===== src/rtl/uart_tx_pkg.sv =====
// Shared definitions for the UART transmit frame: FSM state encoding and
// frame-length constants.
package uart_tx_pkg;

    typedef enum logic [2:0] {
        IDLE   = 3'd0,
        START  = 3'd1,
        DATA   = 3'd2,
        PARITY = 3'd3,
        STOP   = 3'd4
    } state_t;

    // Start and stop bits wrap every frame; parity adds one more cycle when enabled.
    localparam int FRAME_OVERHEAD = 2;
    localparam int PARITY_CYCLES  = 1;

    function automatic int frame_len(input int width, input logic par_en);
        return width + FRAME_OVERHEAD + (par_en ? PARITY_CYCLES : 0);
    endfunction

endpackage


===== src/rtl/uart_tx_serializer.sv =====
// Shift register and bit counter for the data portion of a UART frame.
// The LSB of the shift register is always the next data bit to put on the line.
module uart_tx_serializer #(
    parameter int WIDTH = 8
) (
    input  logic             clk,
    input  logic             rst,
    input  logic             load,
    input  logic [WIDTH-1:0] data,
    input  logic             shift,
    input  logic             clear,
    input  logic             advance,
    output logic             done,
    output logic             serial
);

    localparam int CNT_W = $clog2(WIDTH);

    logic [WIDTH-1:0] shreg;
    logic [CNT_W-1:0] cnt;

    always_ff @(posedge clk or posedge rst) begin
        if (rst) begin
            shreg <= '0;
        end else if (load) begin
            shreg <= data;
        end else if (shift) begin
            shreg <= {1'b0, shreg[WIDTH-1:1]};
        end
    end

    always_ff @(posedge clk or posedge rst) begin
        if (rst) begin
            cnt <= '0;
        end else if (clear) begin
            cnt <= '0;
        end else if (advance) begin
            cnt <= cnt + CNT_W'(1);
        end
    end

    assign done   = (cnt == CNT_W'(WIDTH - 1));
    assign serial = shreg[0];

endmodule


===== src/rtl/uart_tx_frame.sv =====
// UART transmit framer: start bit, data LSB first, optional externally supplied
// parity bit, stop bit. TX_OUT and Busy are registered from the next state.
module uart_tx_frame
    import uart_tx_pkg::*;
#(
    parameter int OP_WIDTH = 8
) (
    input  logic                CLK,
    input  logic                RST,
    input  logic [OP_WIDTH-1:0] P_DATA,
    input  logic                Data_Valid,
    input  logic                PAR_EN,
    input  logic                par_bit,
    output logic                PAR_FLAG,
    output logic                TX_OUT,
    output logic                Busy
);

    state_t state;
    state_t next_state;
    logic   accept;
    logic   par_en_q;
    logic   tx_next;
    logic   done;
    logic   serial;

    // A new word is taken only when the line is idle or finishing its stop bit.
    assign accept   = Data_Valid && !RST && ((state == IDLE) || (state == STOP));
    assign PAR_FLAG = accept;

    always_ff @(posedge CLK or posedge RST) begin
        if (RST) begin
            state <= IDLE;
        end else begin
            state <= next_state;
        end
    end

    always_ff @(posedge CLK or posedge RST) begin
        if (RST) begin
            par_en_q <= 1'b0;
        end else if (accept) begin
            par_en_q <= PAR_EN;
        end
    end

    always_comb begin
        next_state = state;
        tx_next    = 1'b1;
        case (state)
            IDLE:    if (accept) next_state = START;
            START:   next_state = DATA;
            DATA:    if (done) next_state = par_en_q ? PARITY : STOP;
            PARITY:  next_state = STOP;
            STOP:    next_state = accept ? START : IDLE;
            default: next_state = IDLE;
        endcase
        // Line value is chosen for the state being entered so it appears in that state's cycle.
        case (next_state)
            START:   tx_next = 1'b0;
            DATA:    tx_next = serial;
            PARITY:  tx_next = par_bit;
            default: tx_next = 1'b1;
        endcase
    end

    always_ff @(posedge CLK or posedge RST) begin
        if (RST) begin
            TX_OUT <= 1'b1;
            Busy   <= 1'b0;
        end else begin
            TX_OUT <= tx_next;
            Busy   <= (next_state != IDLE);
        end
    end

    uart_tx_serializer #(
        .WIDTH(OP_WIDTH)
    ) u_serializer (
        .clk    (CLK),
        .rst    (RST),
        .load   (accept),
        .data   (P_DATA),
        .shift  (next_state == DATA),
        .clear  (state == START),
        .advance(state == DATA),
        .done   (done),
        .serial (serial)
    );

endmodule


===== config.mk =====
export PLATFORM = sky130hd
export DESIGN_NAME = uart_tx_frame
export DESIGN_NICKNAME = d
export VERILOG_FILES = /design/src/rtl/uart_tx_pkg.sv /design/src/rtl/uart_tx_serializer.sv /design/src/rtl/uart_tx_frame.sv
export SDC_FILE = /design/constraint.sdc
export NUM_CORES = 1
export LEC_CHECK = 0
export ABC_AREA = 1
export CELL_PAD_IN_SITES_DETAIL_PLACEMENT = 1
export CELL_PAD_IN_SITES_GLOBAL_PLACEMENT = 1
export CORE_ASPECT_RATIO = 1.5
export CORE_UTILIZATION = 33
export DETAILED_ROUTE_END_ITERATION = 16
export PLACE_DENSITY = 0.82
export REMOVE_ABC_BUFFERS = 1
export SETUP_SLACK_MARGIN = 0.15
export SYNTH_ARGS = -nofsm -noshare
export SYNTH_HDL_FRONTEND = slang
export SYNTH_SLANG_ARGS = --single-unit
export TNS_END_PERCENT = 10

===== constraint.sdc =====
create_clock -name CLK -period 1.55 [get_ports CLK]
set_input_delay 0.31 -clock CLK [delete_from_list [all_inputs] [get_ports CLK]]
set_output_delay 0.31 -clock CLK [all_outputs]
set_load 0.03 [all_outputs]

## After elaboration in Yosys (flattened, before gate mapping)

Cells that the tools add are included.

- Bits in latches: 0
- ROM bits: 0
- Output and inout port bits: 3
- Register bits: 17
- Memories kept: 0
- Logic and storage cells: 33
- Bits of input ports: 13
- Bits in writable memories: 0

- Multiply operators: 0
- Divide/modulo/power cells: 0
- Muxes and demuxes: 10
- Eq/ne operators: 8
- Reduce and logical (&&, ||, !) cells: 8
- Magnitude comparators: 0
- Add/sub/neg operators: 1
- Bitwise gates (word level): 0
- Shift-type cells: 0

Operators by type and width:

| kind | number |
|---|---|
| $mux 8 | 2 |
| $mux 3 | 5 |
| $pmux 3 s5 | 1 |
| $eq 3x2->1 const B | 4 |
| $eq 3x1->1 const B | 2 |
| $eq 3x3->1 const B | 2 |
| $reduce_bool 2->1 | 2 |
| $add 3x1->3 const B | 1 |
| $logic_not 3->1 | 1 |
| $pmux 1 s3 | 1 |
| $reduce_bool 3->1 | 1 |
| $logic_and 1x1->1 | 2 |
| $logic_not 1->1 | 1 |
| $logic_or 1x1->1 | 1 |
| $mux 1 | 1 |

## Depth between registers and ports, before layout

- Depth after elaboration: 8
- Depth in mapped cells: 9

## Modules after synthesis

From an unflattened synthesis, not the netlist that was laid out.

- Cells, all modules: 97
- Area total of the unflattened synthesis: 827.0 um^2

By module, submodules not included:

| module | cells an instance | seq. area each (um^2) | instances | area an instance (um^2) |
|---|---|---|---|---|
| uart_tx_serializer | 61 | 275.3 | 1 | 533.0 |
| uart_tx_frame | 36 | 151.4 | 1 | 294.0 |

## Worst setup path after synthesis

No wires, ideal clock.

- Path type: input-to-output
- From: in RST
- To: out PAR_FLAG
- Arrival: 1.256 ns
- Path slack: -0.016 ns
- Path buffers: 1
- Required time: 1.240 ns
- Stages: 4
- Cells stage by stage: inv_1 nand2_1 nor2_4 buf_6

- Word-level cells in the longest chain between the ends: 3

Ends and longest elaborated chain:

| item | RTL line | source |
|---|---|---|
| from (decl) | uart_tx_frame.sv:9 | `input logic RST,` |
| $logic_not 1->1 (no source line) | - |  |
| $logic_and 1x1->1 (2 in series) | uart_tx_frame.sv:28 | `assign accept = Data_Valid && !RST && ((state == IDLE) \|\| (state == STOP));` |
| to (decl) | uart_tx_frame.sv:14 | `output logic PAR_FLAG,` |

No other way between the ends.

## Final worst setup path

- From: reg u_serializer.cnt[0]
- To: reg u_serializer.shreg[1]

- Word-level cells in the longest chain between the ends: 5

Ends and longest elaborated chain:

| item | RTL line | source |
|---|---|---|
| from (decl) | uart_tx_serializer.sv:20 | `logic [CNT_W-1:0] cnt;` |
| from (signal assigned) | uart_tx_serializer.sv:38 | `cnt <= cnt + CNT_W'(1);` |
| $eq 3x3->1 | uart_tx_serializer.sv:42 | `assign done = (cnt == CNT_W'(WIDTH - 1));` |
| $mux 3 | uart_tx_frame.sv:53 | `DATA: if (done) next_state = par_en_q ? PARITY : STOP;` |
| $pmux 3 s5 | uart_tx_frame.sv:50 | `case (state)` |
| net next_state[1] | uart_tx_frame.sv:20 | `state_t next_state;` |
| $eq 3x2->1 | uart_tx_frame.sv:84 | `.shift (next_state == DATA),` |
| $reduce_bool 2->1 (no source line) | - |  |
| to (signal assigned) | uart_tx_serializer.sv:26 | `shreg <= data;` |
| to (signal assigned) | uart_tx_serializer.sv:28 | `shreg <= {1'b0, shreg[WIDTH-1:1]};` |
| to (decl) | uart_tx_serializer.sv:19 | `logic [WIDTH-1:0] shreg;` |

The timed path passes the listed nets, and every way through them passes these cells.
A chain may end at the register's enable or synchronous reset.

==> insert_results.sql <==
INSERT INTO impl_metrics (metric_group, metric, value, unit) VALUES
('logic_synthesis', 'mappedNetlistArea', '893', 'µm²'),
('grt', 'grt_max_degree', '18', ''),
('final_layout', 'antenna-diode-count', '0', ''),
('final_layout', 'most-common-layout-cells', 'nand2_1 (48), dfrtp_1 (15), clkdlybuf4s50_1 (12)', ''),
('cts', 'cts-hold-fix-buffers', '0', ''),
('sta', 'final_hold_violating_endpoints', '0', ''),
('min_path', 'hold_class', 'primary input to asynchronous set/reset pin', ''),
('detailed_routing', 'antenna_left', '0', ''),
('critical_path', 'crit_arrival', '1.64', 'ns'),
('logic_synthesis', 'netlist_instances', '108', ''),
('pwr', 'ir_drop', '0.816', 'mV'),
('sta', 'min_period_over_period', '0.937', ''),
('logic_synthesis', 'synth-compound-area-share', '0.0616', ''),
('final_layout', 'finalCoreUtilization', '0.495', ''),
('place', 'placement.io_buffers', '15', ''),
('pwr', 'pwr_density_cell', '1720', 'nW/µm²'),
('floorplan', 'die_h', '65.7', 'µm'),
('sta', 'setup-violations-final', '0', ''),
('status', 'run_status', 'complete, no violations', ''),
('detailed_routing', 'via_count', '802', ''),
('critical_path', 'start_kind', 'register', ''),
('logic_synthesis', 'synth_xor_xnor_area_share', '0', ''),
('logic_synthesis', 'yosysUniqueCellTypes', '21', ''),
('cts', 'cts_sinks', '17', ''),
('critical_path', 'cp.required', '1.74', 'ns'),
('final_layout', 'drive_gt1_frac', '0.301', ''),
('pwr', 'p_seq_frac', '0.348', ''),
('sta', 'fin_hold_ws', '0.354', 'ns'),
('sta', 'tightest_slew', '0.295', 'ns'),
('place', 'detailedPlacementHpwl', '1490', 'µm'),
('cts', 'clockBufferDepth', '2', ''),
('pwr', 'combinationalPowerShare', '0.538', ''),
('critical_path', 'critPathKind', 'register to register', ''),
('final_layout', 'synthToLayoutAreaGrowth', '38.8', '%'),
('floorplan', 'design.portCount', '16', ''),
('run', 'max-cap-violations', '0', ''),
('grt', 'globalRouteMet1Util', '0.175', ''),
('detailed_routing', 'vias_per_inst', '4.66', ''),
('logic_synthesis', 'yosys.area_share.simple', '0.367', ''),
('sta', 'fin_worst_skew', '0.00117', 'ns'),
('grt', 'grt.busiest_layer', 'met2', ''),
('logic_synthesis', 'mean_post_synth_cell_area', '8.27', 'µm²'),
('critical_path', 'cp-end-kind', 'register', ''),
('cts', 'clk_latency', '0.29', 'ns'),
('floorplan', 'placementRows', '22', ''),
('logic_synthesis', 'synth-seq-area-share', '0.478', ''),
('grt', 'grt_pass1_vias', '796', ''),
('grt', 'grt_use_total', '0.157', ''),
('pwr', 'p_switching', '0.000915', 'W'),
('pwr', 'clkPwrFrac', '0.114', ''),
('sta', 'final-max-slew-violation-count', '0', ''),
('floorplan', 'core-area', '2500', 'µm²'),
('grt', 'globalRouteMet3Util', '0.0247', ''),
('pwr', 'power_switching_share', '0.430', ''),
('logic_synthesis', 'synth_top_family_by_area', 'simple AND/OR/NAND/NOR gates', ''),
('cts', 'clock_slew_at_reported_path_ffs', '0.10', 'ns'),
('logic_synthesis', 'synth.ff_latch_count', '17', ''),
('detailed_routing', 'drt-pass1-iter-count', '3', ''),
('final_layout', 'layout.cells.most_common', 'nand2_1', ''),
('grt', 'globalRoute.totalOverflow', '0', ''),
('floorplan', 'floorplan.die_area', '2920', 'µm²'),
('grt', 'antenna_found_initial', '0', ''),
('place', 'gp_routability_congestion', '0.699', ''),
('critical_path', 'critical_path_peak_fanout', '7', ''),
('detailed_routing', 'drt-wirelength-per-cell', '12.2', 'µm'),
('pwr', 'internal_power', '0.00121', 'W'),
('final_layout', 'finish.net_count', '152', ''),
('cts', 'tritoncts.num_buffers', '3', ''),
('detailed_routing', 'drt_drc_violations_left', '0', ''),
('logic_synthesis', 'synthesis.yosys.warnings', '0', ''),
('floorplan', 'initial_core_utilization', '0.357', '');
[kinds of logic (layout without fill, tap and decap cells)]
group	Yosys count	in the layout
DFF	17	17
buffers and inverters	11	39
and+or+nand+nor	72	72
AOI/OAI and AO/OA	6	6
adders and majority gates	2	2
[worst max-delay path, cell delays in order (launching register included)]
cell and delay [ns]:
dfrtp_1 0.40, ha_2 0.20, ha_4 0.17, nand2_4 0.07, nand2_4 0.06, a21oi_2 0.20
nand2_4 0.11, nand3_1 0.09, nand2_1 0.05
[area by class of cell]
type                    instances  area, µm²
clock buffers                   4       26.3
well taps                      36       45.0
multi-input cells              80        473
inverters                       9       36.3
flip-flops and latches         17        428
fillers                       307       1260
repair buffers                 26        231
[synth_stat cells (all sizes together)]
library cell	n	share of area
a21oi	1	0.0098
o21bai	1	0.021
a22oi	1	0.014
buf	2	0.025
dfstp	1	0.029
nand2	55	0.25
clkinv	1	0.0042
inv	8	0.036
nor2	5	0.041
dfrtp	16	0.45
o21ai	3	0.017
nand3	12	0.073
ha	2	0.028
[path summary, 6_finish.rpt]
path	end	cells past startpoint	from	slack, ns
max reg2reg	u_serializer.shreg[1]$_DFFE_PP0P_	8	u_serializer.cnt[0]$_DFFE_PP0P_	0.1
min	state[2]$_DFF_PP0_	3	RST	0.35
max	u_serializer.shreg[1]$_DFFE_PP0P_	8	u_serializer.cnt[0]$_DFFE_PP0P_	0.1
max in group asynchronous	TX_OUT$_DFF_PP1_	3	RST	0.94
min in group CLK	state[2]$_DFF_PP0_	1	state[2]$_DFF_PP0_	0.46
min reg2reg	state[2]$_DFF_PP0_	1	state[2]$_DFF_PP0_	0.46
[layer usage]
metal / share of wire / vias to the layer above
li1: - / 392
met1: 0.40 / 394
met2: 0.56 / 12
met3: 0.020 / 4
met4: 0.012 / 0
met5: 0 / -
[what timing repair did]
action / CTS / global route
buffers inserted: 3 / 3
gates cloned: 0 / 0
resized for setup: 17 / 7
endpoints found under the setup margin: 12 / 10
pin swaps: 20 / 8
[metrics by stage]
step           cell area (µm²)  TNS, ns  setup WS [ns]
3_5_place_dp              1100   -0.461        -0.0737
3_3_place_gp              1100   -0.253        -0.0633
2_1_floorplan              871    -1.59         -0.193
4_1_cts                   1180        0         0.0335
6_report                  1240        0         0.0972
5_1_grt                   1240        0         0.0264
[sequential cells by signal, summed over array words and instances, names as in the netlist]
name and flops:
Busy 1, TX_OUT 1, par_en_q 1, state 3, u_serializer.cnt 3, u_serializer.shreg 8
[power by group through the flow]
stage	sequential, W	combinational, W	clock [W]
2_1_floorplan	0.000781	0.000624	0
3_3_place_gp	0.000737	0.000904	0
3_5_place_dp	0.000746	0.000953	0
4_1_cts	0.000742	0.00106	0.000255
5_1_grt	0.000755	0.00128	0.000268
6_report	0.000740	0.00114	0.000242
(Power assumes the default switching activity.)
